### src/rtl/regfile_arb_pkg.sv
// Shared widths, defaults and payload types for the register-file write arbiter.
package regfile_arb_pkg;

  localparam int unsigned REG_ADDR_W       = 5;
  localparam int unsigned DATA_W           = 32;
  localparam int unsigned NUM_REGS         = 1 << REG_ADDR_W;
  localparam int unsigned DEF_FIFO_DEPTH   = 2;
  localparam int unsigned DEF_STARVE_LIMIT = 4;
  localparam int unsigned STARVE_CNT_W     = 3;

  typedef struct packed {
    logic [REG_ADDR_W-1:0] rd;
    logic [DATA_W-1:0]     data;
  } mc_entry_t;

  typedef enum logic [1:0] {
    GRANT_NONE = 2'd0,
    GRANT_WB   = 2'd1,
    GRANT_FIFO = 2'd2
  } grant_e;

  // Register 0 is hardwired; writes to it are consumed but never committed.
  function automatic logic is_zero_reg(input logic [REG_ADDR_W-1:0] r);
    return r == '0;
  endfunction

endpackage

### src/rtl/mc_result_fifo.sv
// Small synchronous FIFO buffering multi-cycle results until they win the write port.
module mc_result_fifo
  import regfile_arb_pkg::*;
#(
  parameter int unsigned DEPTH = DEF_FIFO_DEPTH
) (
  input  logic      clk,
  input  logic      rst_n,
  input  logic      push,
  input  logic      pop,
  input  mc_entry_t wdata,
  output mc_entry_t rdata,
  output logic      full,
  output logic      empty
);

  localparam int unsigned PTR_W = (DEPTH > 1) ? $clog2(DEPTH) : 1;
  localparam int unsigned CNT_W = $clog2(DEPTH + 1);

  mc_entry_t        mem [DEPTH];
  logic [PTR_W-1:0] wr_ptr;
  logic [PTR_W-1:0] rd_ptr;
  logic [CNT_W-1:0] count;
  logic             do_push;
  logic             do_pop;

  function automatic logic [PTR_W-1:0] ptr_inc(input logic [PTR_W-1:0] p);
    return (p == PTR_W'(DEPTH - 1)) ? '0 : p + PTR_W'(1);
  endfunction

  assign full    = (count == CNT_W'(DEPTH));
  assign empty   = (count == '0);
  assign do_push = push && !full;
  assign do_pop  = pop && !empty;
  assign rdata   = mem[rd_ptr];

  // Pointer and occupancy state; reset drops any buffered entries.
  always_ff @(posedge clk or negedge rst_n) begin
    if (!rst_n) begin
      wr_ptr <= '0;
      rd_ptr <= '0;
      count  <= '0;
    end else begin
      if (do_push) wr_ptr <= ptr_inc(wr_ptr);
      if (do_pop)  rd_ptr <= ptr_inc(rd_ptr);
      case ({do_push, do_pop})
        2'b10:   count <= count + CNT_W'(1);
        2'b01:   count <= count - CNT_W'(1);
        default: count <= count;
      endcase
    end
  end

  // Storage needs no reset: occupancy alone decides what is valid.
  always_ff @(posedge clk) begin
    if (do_push) mem[wr_ptr] <= wdata;
  end

endmodule

### src/rtl/regfile_write_arbiter.sv
// Arbitrates the single register-file write port between the WB stage and buffered
// multi-cycle results, with starvation protection and a pending-destination scoreboard.
module regfile_write_arbiter
  import regfile_arb_pkg::*;
#(
  parameter int unsigned FIFO_DEPTH   = DEF_FIFO_DEPTH,
  parameter int unsigned STARVE_LIMIT = DEF_STARVE_LIMIT
) (
  input  logic                  clk,
  input  logic                  rst_n,
  input  logic                  wb_we,
  input  logic [REG_ADDR_W-1:0] wb_reg,
  input  logic [DATA_W-1:0]     wb_data,
  output logic                  wb_stall,
  input  logic                  mc_valid,
  output logic                  mc_ready,
  input  logic [REG_ADDR_W-1:0] mc_reg,
  input  logic [DATA_W-1:0]     mc_data,
  input  logic                  issue_valid,
  input  logic [REG_ADDR_W-1:0] issue_reg,
  input  logic [REG_ADDR_W-1:0] rd_reg1,
  input  logic [REG_ADDR_W-1:0] rd_reg2,
  output logic                  busy1,
  output logic                  busy2,
  output logic                  rf_we,
  output logic [REG_ADDR_W-1:0] rf_wreg,
  output logic [DATA_W-1:0]     rf_wdata
);

  localparam logic [STARVE_CNT_W-1:0] STARVE_MAX = STARVE_CNT_W'(STARVE_LIMIT);

  mc_entry_t                fifo_in;
  mc_entry_t                fifo_head;
  logic                     fifo_full;
  logic                     fifo_empty;
  logic                     fifo_push;
  logic                     fifo_pop;
  grant_e                   grant;
  logic [STARVE_CNT_W-1:0]  starve_cnt;
  logic [STARVE_CNT_W-1:0]  starve_cnt_nxt;
  logic [NUM_REGS-1:0]      pending;
  logic [NUM_REGS-1:0]      pending_nxt;

  assign mc_ready  = rst_n && !fifo_full;
  assign fifo_push = mc_valid && mc_ready;
  assign fifo_in   = '{rd: mc_reg, data: mc_data};

  mc_result_fifo #(
    .DEPTH (FIFO_DEPTH)
  ) u_fifo (
    .clk   (clk),
    .rst_n (rst_n),
    .push  (fifo_push),
    .pop   (fifo_pop),
    .wdata (fifo_in),
    .rdata (fifo_head),
    .full  (fifo_full),
    .empty (fifo_empty)
  );

  // Priority: starved FIFO head, then WB, then FIFO head when WB is idle.
  always_comb begin
    grant = GRANT_NONE;
    if (!rst_n) begin
      grant = GRANT_NONE;
    end else if ((starve_cnt == STARVE_MAX) && !fifo_empty) begin
      grant = GRANT_FIFO;
    end else if (wb_we) begin
      grant = GRANT_WB;
    end else if (!fifo_empty) begin
      grant = GRANT_FIFO;
    end
  end

  // Write port drive; a grant to register 0 is consumed without a write.
  always_comb begin
    rf_we    = 1'b0;
    rf_wreg  = '0;
    rf_wdata = '0;
    wb_stall = 1'b0;
    fifo_pop = 1'b0;
    case (grant)
      GRANT_WB: begin
        rf_we    = !is_zero_reg(wb_reg);
        rf_wreg  = wb_reg;
        rf_wdata = wb_data;
      end
      GRANT_FIFO: begin
        rf_we    = !is_zero_reg(fifo_head.rd);
        rf_wreg  = fifo_head.rd;
        rf_wdata = fifo_head.data;
        fifo_pop = 1'b1;
        wb_stall = wb_we;
      end
      default: ;
    endcase
  end

  always_comb begin
    starve_cnt_nxt = starve_cnt;
    if (fifo_empty || (grant == GRANT_FIFO)) begin
      starve_cnt_nxt = '0;
    end else if (starve_cnt < STARVE_MAX) begin
      starve_cnt_nxt = starve_cnt + STARVE_CNT_W'(1);
    end
  end

  // Clear applied before set so a same-cycle reissue keeps the register busy.
  always_comb begin
    pending_nxt = pending;
    if (fifo_pop) begin
      pending_nxt[fifo_head.rd] = 1'b0;
    end
    if (issue_valid && !is_zero_reg(issue_reg)) begin
      pending_nxt[issue_reg] = 1'b1;
    end
  end

  always_ff @(posedge clk or negedge rst_n) begin
    if (!rst_n) begin
      starve_cnt <= '0;
      pending    <= '0;
    end else begin
      starve_cnt <= starve_cnt_nxt;
      pending    <= pending_nxt;
    end
  end

  // Busy looks at next-state so a write landing this cycle already reads clear.
  assign busy1 = rst_n && !is_zero_reg(rd_reg1) && pending_nxt[rd_reg1];
  assign busy2 = rst_n && !is_zero_reg(rd_reg2) && pending_nxt[rd_reg2];

endmodule

### config.mk
export PLATFORM = sky130hd
export DESIGN_NAME = regfile_write_arbiter
export DESIGN_NICKNAME = d
export VERILOG_FILES = /design/src/rtl/regfile_arb_pkg.sv /design/src/rtl/mc_result_fifo.sv /design/src/rtl/regfile_write_arbiter.sv
export SDC_FILE = /design/constraint.sdc
export NUM_CORES = 1
export LEC_CHECK = 0
export ABC_CLOCK_PERIOD_IN_PS = 5830
export BUFFER_PORTS_ARGS = -buffer_cell sky130_fd_sc_hd__buf_2
export CAP_MARGIN = 20
export CORE_ASPECT_RATIO = 1.1
export CORE_MARGIN = 3
export CORE_UTILIZATION = 50
export DETAILED_ROUTE_END_ITERATION = 10
export PLACE_DENSITY = 0.81
export SLEW_MARGIN = 20
export SYNTH_ARGS = -nofsm -noshare
export SYNTH_HDL_FRONTEND = slang
export SYNTH_SLANG_ARGS = --single-unit
### constraint.sdc
create_clock -name clk -period 5.83 [get_ports clk]
set_input_delay 0.2915 -clock clk [delete_from_list [all_inputs] [get_ports clk]]
set_output_delay 0.2915 -clock clk [all_outputs]
set_load 0.05 [all_outputs]
== Yosys cells after proc, flatten, opt, wreduce, memory -nomap -nowiden ==
Memories as Yosys holds them, arrays and structs flattened.
Index checks and enable logic that the tools add are counted.
W data, S select, Z words.

* Flip-flop bits (word level): 39
* Memory bits (writable): 74
* Input port bits: 94
* Output and inout port bits: 42
* Word-level logic and storage cells: 81
* Memories: 1

{| class="wikitable"
|+ Memory list
! name !! words !! width !! rd ports !! clocked after Yosys merged registers in !! wr ports !! line !! RTL
|-
| u_fifo.mem || 2 || 37 || 1 || 0 || 1 || mc_result_fifo.sv:20 || <nowiki>mc_entry_t mem [DEPTH];</nowiki>
|}

* Add/sub/neg operators: 5
* $lt $le $gt $ge: 7
* Equal/unequal tests: 6
* Muxes and demuxes: 26
* Bitwise logic cells: 3
* Reductions and logical operators: 28

{| class="wikitable"
|+ Operators by type and width
! kind !! number
|-
| $mux W32 || 2
|-
| $pmux W32 S2 || 1
|-
| $and A32 B32 Y32 || 1
|-
| $not A32 Y32 || 1
|-
| $or A32 B32 Y32 || 1
|-
| $logic_not A5 Y1 || 5
|-
| $lt A5 B6 Y1 const B || 4
|-
| $logic_and A1 B1 Y1 || 12
|-
| $bmux W1 S5 || 2
|-
| $demux W1 S5 || 2
|-
| $ge A5 B1 Y1 const B || 2
|-
| $mux W1 || 10
|-
| $pmux W5 S2 || 1
|-
| $mux W2 || 4
|-
| $logic_not A1 Y1 || 7
|-
| $eq A2 B2 Y1 const B || 3
|-
| $mux W3 || 2
|-
| $eq A2 B1 Y1 const B || 2
|-
| $pmux W2 S2 || 1
|-
| $reduce_bool A2 Y1 || 2
|-
| $add A3 B1 Y3 const B || 1
|-
| $eq A3 B3 Y1 const B || 1
|-
| $lt A3 B3 Y1 const B || 1
|-
| $add A1 B1 Y1 const B || 2
|-
| other kinds (5) || 5
|}

== Longest topological paths before layout ==
Gate-level depths: netlist of the first run.

* Depth in word-level cells: 13
* Gate-level depth with buffers: 14
* Depth with buffers taken out: 13

== Hierarchy ==
Synthesis of the first run repeated with hierarchy kept, for this count alone.

* Cells, all modules: 521
* Area, all modules: 5880.6 µm²

{| class="wikitable"
|+ By module, submodules not included
! module !! times used !! cells an instance !! area an instance (µm²) !! sequential area each (µm²)
|-
| mc_result_fifo || 1 || 133 || 2949.1 || 2322.2
|-
| regfile_write_arbiter || 1 || 388 || 2931.6 || 875.8
|}

== Worst setup path before layout of the first run ==
OpenSTA, ideal clock, no wires.

* Path kind: reg2reg
* Start point: reg u_fifo.count[0]
* End point: mem u_fifo.mem[0][0] in the netlist's numbering, enable pin
* Library setup time: 0.431 ns
* Arrival time: 3.605 ns
* Data required time: 5.399 ns
* Path slack: 1.794 ns
* Stages on the path, launching flop included: 5
* Buffers on the path: 0
* Period minus slack after synthesis: 4.036 ns
* Cells stage by stage: dfrtp_1 -> inv_1 -> a21boi_0 -> nand2_1 -> nor2_1

* Longest elaborated chain between the ends: 7

{| class="wikitable"
|+ Ends and longest elaborated chain
! element !! line !! RTL
|-
| from (decl) || mc_result_fifo.sv:23 || <nowiki>logic [CNT_W-1:0] count;</nowiki>
|-
| from (signal assigned) || mc_result_fifo.sv:47 || <nowiki>2'b10: count <= count + CNT_W'(1);</nowiki>
|-
| from (signal assigned) || mc_result_fifo.sv:48 || <nowiki>2'b01: count <= count - CNT_W'(1);</nowiki>
|-
| from (signal assigned) || mc_result_fifo.sv:49 || <nowiki>default: count <= count;</nowiki>
|-
| $eq A2 B2 Y1 || mc_result_fifo.sv:31 || <nowiki>assign full = (count == CNT_W'(DEPTH));</nowiki>
|-
| $logic_not A1 Y1 || regfile_write_arbiter.sv:44 || <nowiki>assign mc_ready = rst_n && !fifo_full;</nowiki>
|-
| $logic_and A1 B1 Y1 || regfile_write_arbiter.sv:44 ||
|-
| net mc_ready || regfile_write_arbiter.sv:16 || <nowiki>output logic mc_ready,</nowiki>
|-
| $logic_and A1 B1 Y1 || regfile_write_arbiter.sv:45 || <nowiki>assign fifo_push = mc_valid && mc_ready;</nowiki>
|-
| $logic_and A1 B1 Y1 || mc_result_fifo.sv:33 || <nowiki>assign do_push = push && !full;</nowiki>
|-
| $mux W1 || mc_result_fifo.sv:56 || <nowiki>if (do_push) mem[wr_ptr] <= wdata;</nowiki>
|-
| $mux W1 (implied by the code) || mc_result_fifo.sv:56 ||
|-
| to (decl) || mc_result_fifo.sv:20 ||
|}

The timed path passes the listed nets, and every way through them passes these cells.

== Worst setup path after layout of the first run ==
* Start point: reg starve_cnt[0]
* End point: out busy1

* Longest elaborated chain between the ends: 12

{| class="wikitable"
|+ Ends and longest elaborated chain
! element !! line !! RTL
|-
| from (decl) || regfile_write_arbiter.sv:39 || <nowiki>logic [STARVE_CNT_W-1:0] starve_cnt;</nowiki>
|-
| from (signal assigned) || regfile_write_arbiter.sv:124 || <nowiki>starve_cnt <= starve_cnt_nxt;</nowiki>
|-
| $eq A3 B3 Y1 * || regfile_write_arbiter.sv:66 || <nowiki>end else if ((starve_cnt == STARVE_MAX) && !fifo_empty) begin</nowiki>
|-
| $logic_and A1 B1 Y1 * || regfile_write_arbiter.sv:66 ||
|-
| $mux W2 * || regfile_write_arbiter.sv:66 ||
|-
| $mux W2 * || regfile_write_arbiter.sv:64 || <nowiki>if (!rst_n) begin</nowiki>
|-
| $eq A2 B2 Y1 * || regfile_write_arbiter.sv:82 || <nowiki>case (grant)</nowiki>
|-
| $mux W1 * || regfile_write_arbiter.sv:82 ||
|-
| $mux W32 * || regfile_write_arbiter.sv:111 || <nowiki>if (fifo_pop) begin</nowiki>
|-
| $or A32 B32 Y32 (no line) || - ||
|-
| $mux W32 * || regfile_write_arbiter.sv:114 || <nowiki>if (issue_valid && !is_zero_reg(issue_reg)) begin</nowiki>
|-
| $bmux W1 S5 * || regfile_write_arbiter.sv:130 || <nowiki>assign busy1 = rst_n && !is_zero_reg(rd_reg1) && pending_nxt[rd_reg1];</nowiki>
|-
| $mux W1 (implied by the code) * || regfile_write_arbiter.sv:130 ||
|-
| $logic_and A1 B1 Y1 * || regfile_write_arbiter.sv:130 ||
|-
| to (decl) || regfile_write_arbiter.sv:23 || <nowiki>output logic busy1,</nowiki>
|}

Mark *: on every way between the ends. The rest lies on a longest branch, timed or not. The select of a mux whose other input is x is not followed.

==> summary.md, run 1 <==
| Metric | Value |
|---|---|
| Final wirelength | 16,100 µm |
| Endpoints failing setup | 0 |
| CP Cell Sequence | inv_1, ha_1, nand2_1, o211a_1, inv_1, ha_1, and4b_1, o22ai_1, a22oi_1, nor2_1, a311o_1, a211oi_1, o32ai_1, buf_2 |
| Avg Inst Size Synth | 11.3 µm² |
| WHS | 61.3 ps |
| Resized cells post-CTS | 0 |
| Clock latency on the worst-skew pair | 410 ps |
| Syn Nets | 639 |
| Total Neg Setup Slack | 0 ps |
| GR Util All Layers | 24.1% |
| Via count | 5,084 |
| Crit path largest cell delay | 440 ps |
| 1st-pass router iterations | 7 |
| Async SR Flop Fraction | 34.5% |
| Net count reported at finish | 771 |
| CP Capture Type | primary output |
| Drt initial violations | 558 |
| Post-Synthesis Cells | 540 |
| Layout Skew | 5.59 ps |
| DP HPWL | 11,600 µm |
| Pin count of the biggest net entering global routing | 65 |
| Commonest non-fill, non-tap cell in the layout | buf_2 |
| CP Launch Type | flop |
| Final Non-Filler Cells | 835 |
| Max-cap violations | 0 |
| FMAX | 251 MHz |
| CTS tree | done |
| Fraction of layout cells with a size suffix above 1 | 33.7% |
| PnR worst setup slack | 1850 ps |
| Met3 usage | 7.00% |
| Max Slew Vio Count | 0 |
| CP Buf/Inv Count | 3 |
| Pwr per Cell Area | 424 mW/mm² |
| DP Worst Slack | 2390 ps |
| Clock transition at the registers of the reported paths | 60 ps |
| Vias in the first global route | 5,034 |
| Synth Warn # | 0 |
| Clock Sinks | 113 |
| Largest cells by area after synthesis | edfxtp_1 (37%), dfrtp_1 (16%), mux2_2 (7.6%), a22oi_1 (6.9%), nor2_1 (4.0%) |
| Num rows | 41 |
| Met1 usage | 30.3% |
| Diodes inserted | 0 |
| Share of the synthesized area in the top cell type | 36.6% |
| Die width | 111 µm |
| Global routing's busiest layer | met2 |
| Slowest cell on crit path | and4b_1 |
| CP top delay family | compound AO/OA/AOI/OAI gates |
| Hold Path Class | primary input to flop |
| CTS H-Tree Depth | 4 |
| First-pass GRT wire length | 25,700 µm |
| Fin crit share | 68.2% |
| Area grow syn2layout | 22.8% |
| Die Ht | 122 µm |
| Residual DRC count | 0 |
| Register area share after synthesis | 52.6% |
| Crit path DAT | 3690 ps |
| Max VDD drop | 314 µV |
| Clock tree buffer depth | 2 |
| Leakage | 0.00309 µW |
| Netlist cell types | 61 |
| Initial antenna violation count | 0 |
| Core ar. | 0.0117 mm² |
| Required @ worst endpoint | 5540 ps |
| Status | complete, no violations |
| DR WL/cell | 19.3 µm |
| # hold bufs at CTS | 1 |
| FF-to-FF setup slack | 3120 ps |
| Fin. Hold Viols | 0 |
| Pwr Total | 3160 µW |
| Yosys reg bits | 113 |
| Fin crit period | 3980 ps |
| EDFF count, synth | 74 |
| Global-route track usage on met2 | 40.4% |
| Worst rel slew slack | 41.2% |
| Final ANT Viol Nets | 0 |
| RSZ-0062 raised after global routing | false |
| Tightest Pin Transition | 883 ps |
| Post-DR vias/cell | 6.09 |
| CP max FO | 10 |
| Gr ovfl total | 0 |
| DIE AREA | 0.0135 mm² |
| Post-CTS Setup Inserts | 0 |
| Mapped cell area | 0.00608 mm² |
| CTS Buf Count | 17 |
| Crit path kind | flop to primary output |
| Synth area leader | edfxtp_1 |
| Port Buffer Count | 135 |
| Total placed cells including tap cells | 801 |
| Routability cong. | 1.09 |
| Initial Util | 52.0% |
| Root Driver | clkbuf_16 |
| Main synth FF type | edfxtp_1 |
| Leading cell types in the layout, fill and taps excluded | buf_2 (135), edfxtp_1 (74), nor2_1 (63) |
| # IOs | 136 |
==> path summary, 6_finish.rpt <==
check,startpoint,endpoint,cells after the start
worst max register to register,starve_cnt[0],u_fifo.count[1],11
max in group asynchronous,rst_n,u_fifo.rd_ptr,3
worst min register to register,pending[9],pending[9],2
min in group asynchronous,rst_n,starve_cnt[0],2
worst max-delay path,starve_cnt[0],busy1,14
worst min-delay path,mc_data[9],u_fifo.mem[0][9],1
==> routing by layer <==
layer  vias up  part of all wire, %
met5         -                    0
met4         0                  1.9
met3        33                  9.5
met2       314                   50
met1      2406                   39
li1       2331                    -
==> synthesized netlist by cell type, types with 6 or more instances <==
library cell / n
edfxtp_1: 74
nor2_1: 64
a22oi_1: 56
mux2_2: 41
dfrtp_1: 39
inv_1: 32
nand2_1: 27
o22ai_1: 23
clkbuf_1: 19
a21oi_1: 14
nor3_1: 11
o21ai_0: 10
mux2i_1: 9
and4b_1: 7
nand2b_1: 7
and4bb_2: 6
buf_2: 6
==> cell type report <==
class | instances | area, µm²
inverters | 34 | 128
repair buffers | 142 | 743
well taps | 150 | 188
flip-flops and latches | 113 | 3200
clock inverters | 13 | 153
fillers | 912 | 4230
multi-input cells | 364 | 2620
clock buffers | 19 | 433
==> cells by family after synthesis <==
logic type	Yosys count	synth area share [%]
xor gates and xnor gates	6	0.865
and+or+nand+nor	156	14.7
adders and majority gates	5	1.03
DFF	113	52.6
AOI/OAI and AO/OA	147	17.2
buffers and inverters	63	4.45
muxes	50	9.08
==> flip-flops by register name, indices dropped and copies added (netlist names) <==
signal	flops
u_fifo.wr_ptr	1
pending	32
u_fifo.count	2
u_fifo.mem	74
u_fifo.rd_ptr	1
starve_cnt	3
==> metrics by stage <==
| step | utilization, % | cell area [µm²] |
|---|---|---|
| 3_3_place_gp | 58.5 | 6850 |
| 5_1_grt | 63.8 | 7460 |
| 3_5_place_dp | 58.5 | 6850 |
| 6_report | 63.8 | 7460 |
| 2_1_floorplan | - | 6080 |
| 4_1_cts | 63.6 | 7440 |
==> power breakdown <==
part / internal (µW) / switching (µW) / total, µW
clock network: 636 / 384 / 1020
logic: 373 / 643 / 1020
registers: 1040 / 83.7 / 1120
Note: power is estimated with default switching activity, not from simulation.
==> run 2: changes to the inputs <==
Settings changed: ABC_CLOCK_PERIOD_IN_PS 5830 to 3990.
Clock period 5.83 ns to 3.99 ns, I/O delays scaled along.
==> summary.md, run 2 (same netlist as run 1, synthesis figures left out) <==
| Metric | Value |
|---|---|
| Status | complete, no violations |
| Fraction of layout cells with a size suffix above 1 | 33.0% |
| CP Launch Type | flop |
| Levels on crit path | 14 |
| Largest register FFs | 74 |
| Diodes inserted | 0 |
| Final ANT Viol Nets | 0 |
| Final wirelength | 18,400 µm |
| DP Worst Slack | 714 ps |
| Crit path largest cell delay | 380 ps |
| Comb pwr share | 32.4% |
| CP top delay family | compound AO/OA/AOI/OAI gates |
| Clock Sinks | 113 |
| Routability cong. | 0.989 |
| Clock power frac | 31.6% |
| Crit path DAT | 3490 ps |
| Sw Share | 35.8% |
| Fin crit period | 3680 ps |
| Crit path launch | starve_cnt[0] |
| Die Ht | 122 µm |
| R2R Path Start | starve_cnt[0] |
| Pwr per Cell Area | 599 mW/mm² |
| Worst R2R Path Depth | 11 |
| Die width | 111 µm |
| Drt initial violations | 597 |
| Root Driver | clkbuf_16 |
| Max VDD drop | 490 µV |
| Fin. Hold Viols | 0 |
| CP Cell Sequence | inv_1, ha_1, nand2_1, o211a_1, inv_1, ha_2, and4b_1, o22ai_1, a22oi_1, mux2_2, nand3b_1, o311ai_0, o32ai_1, buf_2 |
| DR WL/cell | 21.0 µm |
| Initial Util | 52.0% |
| CP most frequent cell | inv_1 |
| CP Capture Type | primary output |
| Endpoints failing setup | 0 |
| Residual DRC count | 0 |
| FMAX | 271 MHz |
| RSZ-0062 raised after global routing | false |
| CTS tree | done |
| Via count | 5,378 |
| DIE AREA | 0.0135 mm² |
| Leakage | 0.00326 µW |
| Fin crit share | 92.4% |
| Slowest cell on crit path | dfrtp_1 |
| Post-DR vias/cell | 6.15 |
| Worst rel slew slack | 41.6% |
| # IOs | 136 |
| Gr ovfl total | 0 |
| Num rows | 41 |
| Commonest non-fill, non-tap cell in the layout | buf_2 |
| Total Neg Setup Slack | 0 ps |
| Initial antenna violation count | 0 |
| Core ar. | 0.0117 mm² |
| Required @ worst endpoint | 3790 ps |
| Pin count of the biggest net entering global routing | 40 |
| Largest registers | u_fifo.mem (74), pending (32), starve_cnt (3) |
| Port Buffer Count | 135 |
| Clock transition at the registers of the reported paths | 50 ps |
| Sequential power share | 36.0% |
| GR Util All Layers | 27.6% |
| Max Slew Vio Count | 0 |
| CTS H-Tree Depth | 4 |
| Layout Skew | 10.4 ps |
| Max-cap violations | 0 |
| PnR worst setup slack | 305 ps |
| Hold Path Class | primary input to async pin |
| Clock latency on the worst-skew pair | 420 ps |
| First-pass GRT wire length | 28,700 µm |
| Crit path kind | flop to primary output |
| Clock tree buffer depth | 2 |
| Vias in the first global route | 5,350 |
| 1st-pass router iterations | 6 |
| Area grow syn2layout | 29.2% |
| Switch Pwr | 1690 µW |
| Largest reg by FF count | u_fifo.mem |
| Tightest Pin Transition | 876 ps |
| Leading cell types in the layout, fill and taps excluded | buf_2 (134), edfxtp_1 (74), nor2_1 (61) |
| Net count reported at finish | 810 |
| CP Buf/Inv Count | 3 |
| DP HPWL | 12,400 µm |
| Internal power | 3020 µW |
| CTS Buf Count | 17 |
| CP max FO | 10 |
[run 2: layout make-up]
cell class / instances / area, µm²
Tap cell: 150 / 188
Multi-Input combinational cell: 364 / 2630
Sequential cell: 113 / 3200
Clock buffer: 17 / 425
Inverter: 34 / 128
Fill cell: 841 / 3850
Clock inverter: 15 / 158
Timing Repair Buffer: 181 / 1120
[run 2: path summary, 6_finish.rpt]
check / to / slack [ps]
max in group asynchronous: pending[3] / 3100
worst max register to register: u_fifo.count[1] / 1460
worst min register to register: pending[17] / 510
worst max-delay path: busy1 / 310
worst min-delay path: u_fifo.count[0] / 160
min in group clk: u_fifo.wr_ptr / 200
[run 2: power by group through the flow]
stage / registers [µW] / clock network (µW) / logic [µW]
floorplan: 1620 / 0 / 1140
global placement: 1690 / 0 / 1410
detailed placement: 1700 / 0 / 1450
CTS: 1680 / 1500 / 1490
global route: 1720 / 1560 / 1630
finish: 1690 / 1490 / 1520
[run 2: layer usage]
layer	vias up	global-route usage, %	routed length [µm]
met1	2559	33.6	6910
met3	52	6.76	1710
met5	-	0	0
met2	358	46.7	9030
li1	2409	-	-
met4	0	12.5	741
[run 2: repair_timing]
action                                 4_1_cts  5_1_grt
hold buffers                                38        0
setup buffers                                0        0
resized for setup                            0        7
setup endpoints to repair                    0        2
endpoints found under the hold margin       78        0
[run 2: stage by stage]
stage	cells	util [%]	power, µW	instance area [µm²]	hold slack [ps]
3_3_place_gp	804	58.7	3100	6870	38.8
4_1_cts	874	67.0	4680	7830	142
5_1_grt	874	67.1	4910	7850	152
6_report	874	67.1	4700	7850	158
3_5_place_dp	804	58.7	3150	6870	46.8
2_1_floorplan	540	-	2760	6080	-96.1
